<file path="config.mk">
export PLATFORM = sky130hd
export DESIGN_NAME = riscv_fetch_unit
export DESIGN_NICKNAME = d
export VERILOG_FILES = /design/src/rtl/riscv_pkg.sv /design/src/rtl/sync_fifo.sv /design/src/rtl/riscv_fetch_unit.sv
export SDC_FILE = /design/constraint.sdc
export NUM_CORES = 1
export LEC_CHECK = 0
export CORE_MARGIN = 5
export CORE_UTILIZATION = 50
export DETAILED_ROUTE_END_ITERATION = 10
export PLACE_DENSITY = 0.75
export SKIP_LAST_GASP = 1
export SLEW_MARGIN = 20
export SYNTH_ARGS = -nofsm -noshare
export SYNTH_HDL_FRONTEND = slang
export SYNTH_SLANG_ARGS = --single-unit
</file>
<file path="constraint.sdc">
create_clock -name clock -period 4 [get_ports clock]
set_clock_uncertainty 0.1 [all_clocks]
set_input_delay 0.8 -clock clock [delete_from_list [all_inputs] [get_ports clock]]
set_output_delay 0.8 -clock clock [all_outputs]
set_load 0.02 [all_outputs]
</file>
<file path="src/rtl/riscv_pkg.sv">
// Shared types and constants for the instruction-fetch path.
package riscv_pkg;

  localparam int XLEN = 32;

  // Instruction presented to decode while the prefetch buffer is empty (addi x0, x0, 0).
  localparam logic [31:0] NOP_INSTR = 32'h0000_0013;

  // One prefetch buffer entry: fetched word plus the PC it was fetched from.
  typedef struct packed {
    logic [31:0]     instr;
    logic [XLEN-1:0] pc;
  } fetch_entry_t;

endpackage

</file>
<file path="src/rtl/sync_fifo.sv">
// First-word-fall-through FIFO with synchronous active-low reset and flush.
// Push into a full FIFO and pop from an empty FIFO are ignored; flush wins over both.
module sync_fifo #(
  parameter int WIDTH = 32,
  parameter int DEPTH = 4
) (
  input  logic                         clock,
  input  logic                         reset,
  input  logic                         flush,
  input  logic                         push,
  input  logic [WIDTH-1:0]             push_data,
  input  logic                         pop,
  output logic [WIDTH-1:0]             pop_data,
  output logic [$clog2(DEPTH+1)-1:0]   count,
  output logic                         full,
  output logic                         empty
);

  localparam int CW = $clog2(DEPTH + 1);
  localparam int PW = (DEPTH > 1) ? $clog2(DEPTH) : 1;

  logic [WIDTH-1:0] mem [DEPTH];
  logic [PW-1:0]    rd_ptr;
  logic [PW-1:0]    wr_ptr;
  logic             do_push;
  logic             do_pop;

  // Pointers wrap explicitly so DEPTH need not be a power of two.
  function automatic logic [PW-1:0] ptr_inc(input logic [PW-1:0] ptr);
    return (ptr == PW'(DEPTH - 1)) ? '0 : ptr + PW'(1);
  endfunction

  assign empty    = (count == '0);
  assign full     = (count == CW'(DEPTH));
  assign do_push  = push && !full && !flush;
  assign do_pop   = pop && !empty && !flush;
  assign pop_data = mem[rd_ptr];

  // Storage array: written on accepted push, never reset (contents qualified by count).
  always_ff @(posedge clock) begin
    if (do_push) mem[wr_ptr] <= push_data;
  end

  // Pointer and occupancy bookkeeping.
  always_ff @(posedge clock) begin
    if (!reset || flush) begin
      rd_ptr <= '0;
      wr_ptr <= '0;
      count  <= '0;
    end else begin
      if (do_push) wr_ptr <= ptr_inc(wr_ptr);
      if (do_pop)  rd_ptr <= ptr_inc(rd_ptr);
      count <= count + CW'(do_push) - CW'(do_pop);
    end
  end

endmodule

</file>
<file path="src/rtl/riscv_fetch_unit.sv">
// Instruction-fetch stage: issues word fetches to a variable-latency imem,
// tracks in-flight PCs, buffers returned words and hands them to decode.
// EX redirects flush the buffer and discard responses already in flight.
// XLEN must match riscv_pkg::XLEN since buffer entries use fetch_entry_t.
module riscv_fetch_unit
  import riscv_pkg::*;
#(
  parameter int              XLEN            = riscv_pkg::XLEN,
  parameter int              FIFO_DEPTH      = 4,
  parameter int              MAX_OUTSTANDING = 2,
  parameter logic [XLEN-1:0] RESET_PC        = '0
) (
  input  logic            clock,
  input  logic            reset,
  output logic            imem_req_valid,
  input  logic            imem_req_ready,
  output logic [XLEN-1:0] imem_req_addr,
  input  logic            imem_rsp_valid,
  input  logic [31:0]     imem_rsp_data,
  input  logic            redirect_valid,
  input  logic [XLEN-1:0] redirect_pc,
  output logic            id_valid,
  input  logic            id_ready,
  output logic [31:0]     id_instr,
  output logic [XLEN-1:0] id_pc,
  output logic [XLEN-1:0] id_pc_plus4
);

  localparam int OW  = $clog2(MAX_OUTSTANDING + 1);
  localparam int FCW = $clog2(FIFO_DEPTH + 1);
  localparam int SW  = ((OW > FCW) ? OW : FCW) + 1;

  logic [XLEN-1:0] fetch_pc;
  logic [OW-1:0]   outstanding;
  logic [OW-1:0]   outstanding_next;
  logic [OW-1:0]   drop_cnt;

  logic            req_fire;
  logic            rsp_ok;
  logic            rsp_keep;
  logic            id_fire;
  logic [SW-1:0]   credit_used;

  logic [XLEN-1:0] rsp_pc;
  logic [OW-1:0]   pcq_count;
  logic            pcq_full;
  logic            pcq_empty;

  fetch_entry_t    buf_in;
  fetch_entry_t    buf_head;
  logic [FCW-1:0]  buf_count;
  logic            buf_full;
  logic            buf_empty;

  // Credit rule: every in-flight request already owns a buffer slot, so the
  // buffer can never overflow however late decode drains it.
  assign credit_used    = SW'(outstanding) + SW'(buf_count);
  assign imem_req_valid = !redirect_valid
                          && (outstanding < OW'(MAX_OUTSTANDING))
                          && (credit_used < SW'(FIFO_DEPTH));
  assign imem_req_addr  = fetch_pc;
  assign req_fire       = imem_req_valid && imem_req_ready;

  // A response with nothing outstanding is a protocol error and is ignored.
  assign rsp_ok   = imem_rsp_valid && (outstanding != '0);
  assign rsp_keep = rsp_ok && (drop_cnt == '0) && !redirect_valid;
  assign id_fire  = id_valid && id_ready;

  assign outstanding_next = outstanding + OW'(req_fire) - OW'(rsp_ok);

  assign buf_in.instr = imem_rsp_data;
  assign buf_in.pc    = rsp_pc;

  // PCs of accepted requests, popped in order as responses arrive (also for dropped ones).
  sync_fifo #(
    .WIDTH (XLEN),
    .DEPTH (MAX_OUTSTANDING)
  ) u_pc_queue (
    .clock     (clock),
    .reset     (reset),
    .flush     (1'b0),
    .push      (req_fire),
    .push_data (fetch_pc),
    .pop       (rsp_ok),
    .pop_data  (rsp_pc),
    .count     (pcq_count),
    .full      (pcq_full),
    .empty     (pcq_empty)
  );

  // Prefetch buffer feeding decode; a redirect flushes it and beats any pop.
  sync_fifo #(
    .WIDTH ($bits(fetch_entry_t)),
    .DEPTH (FIFO_DEPTH)
  ) u_instr_buf (
    .clock     (clock),
    .reset     (reset),
    .flush     (redirect_valid),
    .push      (rsp_keep),
    .push_data (buf_in),
    .pop       (id_fire),
    .pop_data  (buf_head),
    .count     (buf_count),
    .full      (buf_full),
    .empty     (buf_empty)
  );

  // Queue status mirrors the counters above; kept only for observability.
  logic unused_status;
  assign unused_status = ^{pcq_count, pcq_full, pcq_empty, buf_full};

  assign id_valid    = !buf_empty;
  assign id_instr    = buf_empty ? NOP_INSTR : buf_head.instr;
  assign id_pc       = buf_empty ? '0 : buf_head.pc;
  assign id_pc_plus4 = id_pc + XLEN'(4);

  // Fetch PC, in-flight count and stale-response drop count.
  always_ff @(posedge clock) begin
    if (!reset) begin
      fetch_pc    <= RESET_PC;
      outstanding <= '0;
      drop_cnt    <= '0;
    end else begin
      outstanding <= outstanding_next;
      if (redirect_valid) begin
        fetch_pc <= {redirect_pc[XLEN-1:2], 2'b00};
        drop_cnt <= outstanding_next;
      end else begin
        if (req_fire) fetch_pc <= fetch_pc + XLEN'(4);
        if (rsp_ok && (drop_cnt != '0)) drop_cnt <= drop_cnt - OW'(1);
      end
    end
  end

endmodule

</file>
---- After elaboration in Yosys (flattened, before gate mapping) ----
Memories as Yosys holds them, arrays and structs flattened. A register that Yosys moved wholly into a read port is not among the register bits.
Cells that the tools add are included.
word-level totals
  register bits ........................... 47
  memory bits (writable) .................. 320
  input bits .............................. 70
  output and inout bits ................... 130
  word-level logic and storage cells ...... 80
  memories kept ........................... 2
cells by class
  $add $sub $neg .......................... 14
  magnitude comparators ................... 2
  eq/ne operators ......................... 4
  mux-type cells .......................... 18
  bitwise operators ....................... 1
  reduce and logical (&&, ||, !) cells .... 29
memory list
  name             depth  width  read ports  clocked after memory_dff  wr ports  RTL line         text
  u_instr_buf.mem  4      64     1           1                         1         sync_fifo.sv:22  logic [WIDTH-1:0] mem [DEPTH];
  u_pc_queue.mem   2      32     1           1                         1         sync_fifo.sv:22
operators with widths
  operator                                                     number
  two-way mux 32 bit                                           4
  adder 32 x 3 -> 32 bit (second input constant)               2
  logical AND 1 bit                                            14
  two-way mux 2 bit                                            6
  two-way mux 1 bit                                            8
  nonzero test 2 bit                                           4
  == test 2 bit (second input constant)                        3
  zero test 1 bit                                              6
  adder 2 x 1 -> 2 bit                                         2
  adder 2 x 1 -> 2 bit (second input constant)                 2
  adder 2 x 3 -> 4 bit                                         1
  zero test 2 bit                                              2
  less-than comparator 4 x 3 -> 1 bit (second input constant)  1
  subtractor 2 x 1 -> 2 bit                                    2
  adder 3 x 1 -> 3 bit                                         1
  == test 3 bit (second input constant)                        1
  zero test 3 bit                                              1
  subtractor 3 x 1 -> 3 bit                                    1
  adder 1 bit (second input constant)                          2
  less-than comparator 2 bit (second input constant)           1
  OR reduction 2 bit                                           1
  subtractor 2 x 1 -> 2 bit (second input constant)            1
  logical OR 1 bit                                             1
  NOT 1 bit                                                    1

---- Logic depth before layout (Yosys ltp) ----
Gate-level depths: netlist of the first run.
  word-level depth ........................ 8
  gate-level depth with buffers ........... 14

---- Hierarchy ----
Synthesis of the first run repeated with hierarchy kept, for this count alone.
unflattened totals
  cell total of the unflattened synthesis .. 929
  area total of the unflattened synthesis .. 15,413.5 um^2
modules (own cells, without submodules)
  module                   instances  cells each  area an instance (um^2)  sequential area each (um^2)
  sync_fifo (u_instr_buf)  1          389         9,768.1                  7,867.5
  riscv_fetch_unit         1          410         3,071.7                  680.7
  sync_fifo (u_pc_queue)   1          130         2,573.7                  2,021.9

---- Worst setup path before layout of the first run ----
No wires, ideal clock.
  kind .................................... input port to flip-flop
  start point ............................. input port redirect_valid
  end point ............................... memory u_pc_queue.mem[0][10] (enable)
  data arrival time ....................... 3.303 ns
  data required time ...................... 3.479 ns
  slack ................................... 0.176 ns
  cell stages on the path ................. 6
  path buffers ............................ 1
  path through ............................ nor4_1 -> and3_1 -> clkbuf_1 -> inv_1 -> a21oi_1 -> nor2b_1
on the way
  word-level cells in the longest chain between the ends .. 7
ends and longest elaborated chain
  element                                  RTL line                text
  from (decl)                              riscv_fetch_unit.sv:20  input logic redirect_valid,
  zero test 1 bit                          riscv_fetch_unit.sv:58  assign imem_req_valid = !redirect_valid
  logical AND 1 bit                        riscv_fetch_unit.sv:59  && (outstanding < OW'(MAX_OUTSTANDING))
  logical AND 1 bit                        riscv_fetch_unit.sv:60  && (credit_used < SW'(FIFO_DEPTH));
  logical AND 1 bit                        riscv_fetch_unit.sv:62  assign req_fire = imem_req_valid && imem_req_ready;
  logical AND 1 bit                        sync_fifo.sv:35         assign do_push = push && !full && !flush;
  two-way mux 1 bit                        sync_fifo.sv:41         if (do_push) mem[wr_ptr] <= push_data;
  two-way mux 1 bit (not written as such)  sync_fifo.sv:41
  to (decl)                                sync_fifo.sv:22
No other way between the ends.

==> results.tsv, run 1 <==
stage	metric	value	unit
synth	yosys_warnings	0	
final_layout	layout-drive-gt1-share	20.5	%
global_route	grt_util_all_layers	18.8	%
final_layout	fin_area	18800	µm²
cts	cts_buffer_depth	3	
floorplan	dieArea	33300	µm²
min_path	min_path_type	reg2reg	
power_and_ir_drop	sequentialPowerShare	50.2	%
power_and_ir_drop	sw_frac_of_total	22.9	%
cts	numCtsBuffers	37	
worst_setup_path	crit_chain	mux4_2 > and2_4 > ha_4 > nand2_2 > o22ai_2 > nand4b_1 > buf_4 > nor4_1 > xor2_1 > clkdlybuf4s15_2	
final_layout	antenna_cells	0	
worst_setup_path	cp-end-kind	primary output	
global_route	met2_usage	29.3	%
sta	fmaxAchievable	0.256	GHz
cts	clk-insertion-delay-late	0.51	ns
worst_setup_path	cp.required	3.10	ns
global_route	grtUsageMet3	3.51	%
routing	routed_wl	32000	µm
routing	drt-wirelength-per-cell	20.0	µm
power_and_ir_drop	p_sw	1.99	mW
power_and_ir_drop	total_power	8.69	mW
sta	finalSetupViolations	0	
floorplan	die_w	183	µm
worst_setup_path	cpMaxStageDelayCell	dfxtp_4	
global_route	gr-total-overflow	0	
power_and_ir_drop	leakagePower	6.40	nW
final_layout	multiInputGateArea	4430	µm²
cts	cts.clk_slew.worst_paths	0.06	ns
sta	hold_violations	0	
synth	ys_ff_latch	356	
floorplan	fp.dieH	183	µm
synth	syn-cell-area	14900	µm²
worst_setup_path	cp-start-kind	flop	
sta	tightestPinTransition	0.817	ns
routing	ant_nets	0	
sta	finalCriticalPeriod	3.91	ns
place	hpwl	20900	µm
place	gp_congestion	0.825	
power_and_ir_drop	p_int	6.70	mW
sta	fin_crit_sh	97.7	%
global_route	grt_pass1_wl	49800	µm
global_route	busiest_layer	met2	
synth	yosys.area.top_type	edfxtp_1	
final_layout	area_growth	26.6	%
cts	cts_hold_buf	0	
routing	vias	8877	
synth	synth.distinct_cells	51	
power_and_ir_drop	pwr-share-comb	11.2	%
synth	yosys-top-cells-area	edfxtp_1 (62%), mux4_2 (8.8%), dfxtp_1 (6.5%)	
global_route	antenna_found_initial	0	
floorplan	ios	200	
routing	drc	0	
final_layout	fin_util	63.9	%
sta	rsz0062_at_grt	true	
routing	drt_iter0_drc	664	
status	status	completed	
routing	drtPass1Iterations	8	
worst_setup_path	critical_path.max_fanout	5	
synth	synth-main-ff-cell	edfxtp_1	
sta	relSlewSlack	45.4	%
cts	cts_tree	built	
synth	synth_edf_count	308	
worst_setup_path	crit_path_max_incr_delay	0.38	ns
synth	async_flop_share	0	%
final_layout	layout.nets	1268	
power_and_ir_drop	peakVddDrop	0.241	mV
synth	synth_top_area_share	62.1	%
place	portBuffers	191	
global_route	grt_pass1_vias	8884	
flow_run	drv_cap	0	
power_and_ir_drop	p_per_area	461	nW/µm²
sta	slew_viol_final	0	
worst_setup_path	path_buf_inv	2	
cts	htreeDepth	2	
floorplan	std_cell_rows	63	
global_route	use_met1	27.9	%
final_layout	seq_area	10200	µm²
routing	viasPerCell	5.55	
synth	syn-instance-count	939	
synth	ys_seq_area_share	68.6	%
power_and_ir_drop	p_clk_share	38.6	%
worst_setup_path	worstPathArrival	3.01	ns
global_route	grt_max_degree	63	
floorplan	core	29500	µm²
final_layout	nFillCells	2117	
place	dpl-instance-area	17500	µm²
floorplan	start_util	50.5	%
worst_setup_path	crit_family	simple AND/OR/NAND/NOR gates	
cts	clockRootBuffer	clkbuf_16	
cts	cts.sinks	356	
synth	syn_area_per_cell	15.8	µm²
worst_setup_path	critPathKind	reg2out	
## cells in the final DEF, fill, tap and decap left out, types with 22 or more instances in the layout
cell type	Yosys	layout
buf_4	9	46
dfxtp_1	48	46
xnor2_1	29	29
nor2_1	49	49
nand3_1	23	22
inv_1	24	22
edfxtp_1	308	308
clkdlybuf4s50_1	0	167
mux4_2	58	59
and2_1	68	63
a21oi_1	34	34
mux2_2	32	32
clkbuf_16	0	39
nand2_1	52	50
## state kept, by name, summed over array words and instances, names as in the netlist, named ones only
name,cells
imem_req_addr,30
u_pc_queue.mem,60
u_instr_buf.wr_ptr,2
u_instr_buf.mem,248
outstanding,2
u_pc_queue.count,2
u_instr_buf.rd_ptr,2
drop_cnt,2
u_pc_queue.rd_ptr,1
u_instr_buf.count,3
u_pc_queue.wr_ptr,1
## stage by stage
step	setup TNS, ns	hold WS (ns)	instances	setup WS [ns]
global route	-0.0988	0.402	1600	-0.0425
CTS	-0.273	0.387	1596	-0.120
detailed placement	0	0.366	1525	0.00529
floorplan	0	0.354	944	0.176
global placement	0	0.357	1525	0.0448
finish	0	0.397	1600	0.0927
## synth_stat cells, types with 3 or more instances
library cell  count
edfxtp_1        308
and2_1           68
mux4_2           58
nand2_1          52
nor2_1           49
dfxtp_1          48
a21oi_1          34
mux2_2           32
clkbuf_1         29
xnor2_1          29
inv_1            24
nand3_1          23
o21ai_0          21
nor3_1           20
xor2_1           16
ha_1             15
nand4_1          14
and3_1            9
buf_4             9
a211oi_1          7
buf_2             6
mux2i_1           6
nor4_1            6
a221oi_1          5
a31oi_1           5
mux4_1            4
or2_2             4
a222oi_1          3
and4_1            3
nor2b_1           3
or3_1             3
## metal layers
metal | wire length [µm] | up-vias
met5 | 0 | -
met4 | 551 | 0
met3 | 2550 | 48
met2 | 14600 | 383
met1 | 14400 | 4353
li1 | - | 4093
## final timing paths
path	to	slack, ns	startpoint	cells past startpoint
max reg2reg	u_instr_buf.count[2]	1.20	u_instr_buf.count[0]	13
min reg2reg	u_instr_buf.rd_ptr[1]	0.40	u_instr_buf.rd_ptr[1]	2
min	u_instr_buf.rd_ptr[1]	0.40	u_instr_buf.rd_ptr[1]	2
max	id_pc_plus4[18]	0.09	flop	10
## power by group through the flow
stage / Sequential (mW) / Combinational [mW] / Clock, mW
final: 4.36 / 0.972 / 3.36
after global routing: 4.38 / 1.06 / 3.62
after global placement: 4.43 / 0.951 / 0
after CTS: 4.36 / 0.976 / 3.44
after floorplan: 4.45 / 0.553 / 0
after detailed placement: 4.44 / 0.970 / 0
## kinds of logic (layout without fill, tap and decap cells)
kind of cell / after synthesis / in the layout / synth area share [%]
xor+xnor: 45 / 45 / 2.65
buf+inv: 71 / 337 / 2.17
other cells: 1 / 6 / 0.0252
simple gates: 263 / 263 / 9.31
mux: 100 / 100 / 12.3
flops: 356 / 356 / 68.6
fa+ha+maj: 16 / 16 / 1.40
compound gates: 87 / 87 / 3.55
## worst min-delay path, cell delays in order, from the launching register on
cell and delay (ns):
dfxtp_1 0.31, nand2_1 0.05, a21oi_1 0.07
## final cells by class
type,instances,share of cell area [%]
Timing Repair Buffer,245,12.7
Clock buffer,50,5.60
Inverter,25,0.518
Sequential cell,356,54.2
Tap cell,390,2.59
Multi-Input combinational cell,517,23.5
Clock inverter,17,0.810
## repair_timing
action / 4_1_cts / 5_1_grt
gates cloned: 1 / 1
buffers inserted: 3 / 3
setup endpoints to repair: 23 / 19
resized for setup: 71 / 26
pin swaps: 3 / 13
Power figures use the tool's default switching activity.
==> run 2: changes to the inputs <==
- CTS_BUF_LIST: unset -> sky130_fd_sc_hd__clkbuf_16
==> results.tsv, run 2 (same netlist as run 1, synthesis figures left out) <==
stage	metric	value	unit	change
status	status	completed		
cts	clk-insertion-delay-late	0.51	ns	about the same
min_path	whs_endpoint	u_instr_buf.rd_ptr[1]		
routing	drc	0		unchanged
sta	finalCriticalPeriod	3.92	ns	+0.00908 ns
final_layout	layout.nets	1268		unchanged
routing	routed_wl	31900	µm	-0.53%
cts	htreeDepth	2		unchanged
power_and_ir_drop	p_per_area	455	nW/µm²	-1.3%
min_path	hold_depth	2		unchanged
cts	clockRootBuffer	clkbuf_16		
routing	drtPass1Iterations	7		-1
worst_setup_path	cp-start-kind	flop		
sta	timing.hold.ws	0.397	ns	+0.000164 ns
worst_setup_path	reg2regPathDepth	13		unchanged
place	portBuffers	191		unchanged
sta	tightestPinTransition	0.822	ns	+0.00561 ns
worst_setup_path	crit_chain	mux4_2 > and2_4 > ha_4 > nand2_2 > o22ai_2 > nand4b_1 > buf_4 > nor4_1 > xor2_1 > clkdlybuf4s15_2		
worst_setup_path	critical_path.max_fanout	5		unchanged
routing	drt-wirelength-per-cell	19.9	µm	-0.53%
final_layout	top_register	u_instr_buf.mem		
sta	slew_viol_final	0		unchanged
flow_run	drv_cap	0		unchanged
routing	drt_iter0_drc	706		+6.3%
power_and_ir_drop	leakagePower	6.39	nW	about the same
final_layout	final_cell_mix	edfxtp_1 (308), clkdlybuf4s50_1 (167), and2_1 (63)		
worst_setup_path	cp.required	3.10	ns	about the same
worst_setup_path	worstPathArrival	3.02	ns	about the same
global_route	antenna_found_initial	0		unchanged
floorplan	dieArea	33300	µm²	unchanged
global_route	grt_max_degree	63		unchanged
cts	cts_buffer_depth	3		unchanged
cts	cts.sinks	356		unchanged
min_path	hold_start	u_instr_buf.rd_ptr[1]		
min_path	min_path_type	reg2reg		
floorplan	start_util	50.5	%	unchanged
sta	rsz0062_at_grt	true		
place	hpwl	20900	µm	unchanged
worst_setup_path	critPathKind	reg2out		
cts	cts_tree	built		
cts	numCtsBuffers	37		unchanged
floorplan	fp.dieH	183	µm	unchanged
routing	viasPerCell	5.57		+0.43%
floorplan	std_cell_rows	63		unchanged
global_route	gr-total-overflow	0		unchanged
sta	finalSetupViolations	0		unchanged
sta	hold_violations	0		unchanged
worst_setup_path	regToRegSetupSlack	1.23	ns	+0.03 ns
final_layout	layout_commonest_cell	edfxtp_1		
worst_setup_path	cp-end-kind	primary output		
cts	cts.clk_slew.worst_paths	0.06	ns	about the same
worst_setup_path	crit_path_max_incr_delay	0.38	ns	about the same
floorplan	ios	200		unchanged
worst_setup_path	cpMaxStageDelayCell	dfxtp_4		
final_layout	largest_register_ffs	248		unchanged
sta	fin_crit_sh	97.9	%	+0.23 points
worst_setup_path	r2r_start	u_instr_buf.count[0]		
power_and_ir_drop	total_power	8.55	mW	-1.6%
final_layout	antenna_cells	0		unchanged
sta	relSlewSlack	45.0	%	-0.38 points
floorplan	die_w	183	µm	unchanged
global_route	grt_pass1_vias	8873		-0.12%
worst_setup_path	r2r-end	u_instr_buf.count[2]		
routing	ant_nets	0		unchanged
final_layout	layout-drive-gt1-share	20.2	%	-0.33 points
floorplan	core	29500	µm²	unchanged
routing	vias	8915		+0.43%
final_layout	area_growth	26.2	%	
sta	fmaxAchievable	0.255	GHz	-0.23%
place	gp_congestion	0.825		unchanged
cts	cts_hold_buf	0		unchanged
global_route	grt_pass1_wl	49600	µm	-0.43%
global_route	grt_util_all_layers	18.7	%	-0.096 points
power_and_ir_drop	peakVddDrop	0.231	mV	-4.2%
## run 2: cell type report
| cell class | instances | area, µm² |
|---|---|---|
| tap | 390 | 488 |
| multi-input combinational | 517 | 4430 |
| timing repair buffer | 245 | 2400 |
| sequential | 356 | 10200 |
| inverter | 25 | 97.6 |
| fill | 2128 | 10700 |
| clock inverter | 29 | 198 |
| clock buffer | 38 | 951 |
## run 2: timing repair
action | CTS | global route
endpoints found under the setup margin | 23 | 19
setup buffers | 3 | 3
resized for setup | 71 | 27
cloned | 1 | 1
pin swaps | 3 | 13
## run 2: critical path: cells and delay by family (launching register included)
kind,cells,cell delay (ns)
flip-flops,1,0.38
AND/OR/NAND/NOR,4,0.71
AO/OA/AOI/OAI,1,0.21
XOR/XNOR,1,0.17
adder cells (fa/ha/maj),1,0.15
multiplexers,1,0.36
buffers and inverters,2,0.53
## run 2: metrics by stage
stage	setup slack [ns]	instances	TNS [ns]	util (%)	cell area, µm²
6_report	0.0837	1600	0	63.7	18800
3_3_place_gp	0.0448	1525	0	59.4	17500
4_1_cts	-0.122	1596	-0.280	63.4	18700
2_1_floorplan	0.176	944	0	-	14900
3_5_place_dp	0.00529	1525	0	59.4	17500
5_1_grt	-0.0442	1600	-0.111	63.7	18800
## run 2: how the worst max path moves through the flow
stage,from,end,slack (ns)
2_1_floorplan,redirect_valid,u_pc_queue.mem[0][10],0.18
3_3_place_gp,flop,id_pc_plus4[25],0.04
3_5_place_dp,flop,id_pc_plus4[29],0.005
4_1_cts,flop,id_pc_plus4[29],-0.12
5_1_grt,flop,id_pc_plus4[28],-0.04
6_report,flop,id_pc_plus4[18],0.08
## run 2: where the power goes
| part | switching [mW] | internal, mW |
|---|---|---|
| Sequential | 0.0887 | 4.28 |
| Clock | 1.35 | 1.86 |
| Combinational | 0.538 | 0.434 |
| Total | 1.98 | 6.57 |
## run 2: per-layer routing
metal,GRT usage (%),vias to the layer above,wire length [µm]
met5,0,-,0
met4,4.32,0,439
met3,3.69,36,2510
met2,29.0,370,14500
met1,27.8,4419,14400
li1,-,4090,-
==> run 3: changes to the inputs <==
- CORE_MARGIN: 5 -> unset
==> results.tsv, run 3 (same netlist as run 1, synthesis figures left out) <==
stage	metric	value	unit	change
sta	rsz0062_at_grt	true		
floorplan	die_w	175	µm	-4.4%
final_layout	final_cell_mix	edfxtp_1 (308), clkdlybuf4s50_1 (168), and2_1 (64)		
final_layout	top_register	u_instr_buf.mem		
worst_setup_path	reg2regPathDepth	7		-6
worst_setup_path	cpMaxStageDelayCell	dfxtp_4		
final_layout	antenna_cells	0		unchanged
worst_setup_path	regToRegSetupSlack	1.09	ns	-0.14 ns
worst_setup_path	r2r-end	imem_req_addr[22]		
cts	cts_hold_buf	0		unchanged
routing	drt_iter0_drc	700		-0.85%
global_route	grt_util_all_layers	21.2	%	+2.5 points
sta	slew_viol_final	0		unchanged
global_route	grt_max_degree	63		unchanged
min_path	min_path_type	reg2reg		
worst_setup_path	cp-endpoint	id_pc_plus4[22]		
final_layout	area_growth	24.6	%	
worst_setup_path	crit_chain	mux4_2 > nand2_1 > inv_1 > ha_2 > nand2_1 > o22ai_2 > nand4b_1 > buf_4 > nor4_1 > buf_4 > nand2_1 > xnor2_1 > buf_4		
sta	fmaxAchievable	0.257	GHz	+0.61%
routing	vias	8922		+0.079%
worst_setup_path	crit_path_max_incr_delay	0.37	ns	about the same
global_route	grt_pass1_wl	49700	µm	+0.20%
routing	ant_nets	0		unchanged
cts	cts_buffer_depth	3		unchanged
routing	drt-wirelength-per-cell	20.3	µm	+2.0%
place	gp_congestion	0.864		+4.8%
floorplan	dieArea	30500	µm²	-8.6%
worst_setup_path	r2r_start	imem_req_addr[2]		
worst_setup_path	cp-end-kind	primary output		
final_layout	layout.nets	1264		-0.32%
floorplan	std_cell_rows	62		-1.6%
sta	fin_setup_tns	0	ns	unchanged
cts	htreeDepth	2		unchanged
sta	hold_violations	0		unchanged
sta	fin_crit_sh	97.3	%	-0.59 points
final_layout	largest_register_ffs	248		unchanged
final_layout	layout-drive-gt1-share	18.7	%	-1.5 points
floorplan	start_util	51.3	%	+0.81 points
sta	finalCriticalPeriod	3.89	ns	-0.0238 ns
routing	drtPass1Iterations	5		-2
worst_setup_path	worstPathArrival	2.99	ns	-0.03 ns
sta	tightestPinTransition	0.988	ns	+0.166 ns
routing	viasPerCell	5.63		+1.0%
floorplan	ios	200		unchanged
cts	numCtsBuffers	36		-2.7%
status	status	completed		
power_and_ir_drop	p_per_area	444	nW/µm²	-2.4%
floorplan	fp.dieH	175	µm	-4.4%
power_and_ir_drop	total_power	8.24	mW	-3.6%
global_route	gr-total-overflow	0		unchanged
worst_setup_path	critical_path.max_fanout	5		unchanged
final_layout	layout_commonest_cell	edfxtp_1		
global_route	antenna_found_initial	0		unchanged
cts	clk-insertion-delay-late	0.52	ns	about the same
flow_run	drv_cap	0		unchanged
cts	clockRootBuffer	clkbuf_16		
cts	cts_tree	built		
sta	relSlewSlack	34.0	%	-11 points
power_and_ir_drop	leakagePower	6.29	nW	-1.6%
power_and_ir_drop	peakVddDrop	0.278	mV	+21%
routing	drc	0		unchanged
routing	routed_wl	32200	µm	+1.0%
place	hpwl	21200	µm	+1.1%
cts	cts.clk_slew.worst_paths	0.06	ns	about the same
worst_setup_path	cp-start-kind	flop		
place	portBuffers	191		unchanged
worst_setup_path	critPathKind	reg2out		
cts	cts.sinks	356		unchanged
sta	timing.hold.ws	0.377	ns	-0.0200 ns
floorplan	core	29000	µm²	-1.6%
global_route	grt_pass1_vias	8922		+0.55%
worst_setup_path	cp.required	3.10	ns	about the same
sta	finalSetupViolations	0		unchanged
==> run 3: changes by cell type in the layout (fill, tap and decap cells not counted), moves of 3 or more <==
cell	change
clkbuf_2	+5
clkinv_2	-7
nand2_1	+3
nand2_2	-3
inv_1	+12
==> run 3: critical path: cells and delay by family (launching register included) <==
| kind | cells | cell delay (ns) |
|---|---|---|
| buffers and inverters | 4 | 0.63 |
| AND/OR/NAND/NOR | 5 | 0.56 |
| flip-flops | 1 | 0.37 |
| multiplexers | 1 | 0.35 |
| AO/OA/AOI/OAI | 1 | 0.22 |
| adder cells (fa/ha/maj) | 1 | 0.20 |
| XOR/XNOR | 1 | 0.14 |
==> run 3: timing repair <==
action | in CTS | in global routing
endpoints found under the hold margin | 0 | 0
setup endpoints to repair | 26 | 21
cloned | 0 | 1
pin swaps | 1 | 5
resized for setup | 60 | 23
buffers inserted | 0 | 4
==> run 3: area by class of cell <==
class / instances / area [µm²]
multi-input cells: 517 / 4430
flip-flops and latches: 356 / 10200
inverters: 25 / 93.8
clock buffers: 36 / 901
clock inverters: 25 / 115
fillers: 2081 / 10500
well taps: 384 / 480
repair buffers: 242 / 2310
==> run 3: worst min-delay path by stage <==
stage,startpoint,end,slack [ns],depth (start not counted)
after floorplan,u_instr_buf.rd_ptr[1],flop,0.35,2
after global routing,u_instr_buf.rd_ptr[1],flop,0.41,2
after global placement,u_instr_buf.rd_ptr[1],flop,0.35,2
final,u_instr_buf.rd_ptr[1],flop,0.38,2
after detailed placement,u_instr_buf.rd_ptr[1],flop,0.38,2
after CTS,u_instr_buf.rd_ptr[1],flop,0.39,2
==> run 3: metal layers <==
metal  track usage (%)  share of wire, %  vias to the layer above  routed length (µm)
met4              5.33               1.6                        0                 524
met3              3.35               7.0                       36                2260
li1                  -                 -                     4062                   -
met1              29.6                43                     4458               13900
met2              35.1                48                      366               15500
met5                 0                 0                        -                   0
==> run 3: through the flow <==
step,setup slack [ns],cells,util (%),area (µm²)
final,0.107,1585,63.9,18500
after global routing,-0.0323,1585,63.9,18500
after CTS,-0.0201,1580,63.8,18500
after detailed placement,0.0766,1519,60.3,17500
after global placement,0.130,1519,60.3,17500
after floorplan,0.176,944,-,14900
==> run 3: power by group <==
| part | switching [mW] | internal, mW | leakage, nW |
|---|---|---|---|
| registers | 0.104 | 4.28 | 3.19 |
| clock network | 1.28 | 1.63 | 0.562 |
| logic | 0.525 | 0.423 | 2.53 |
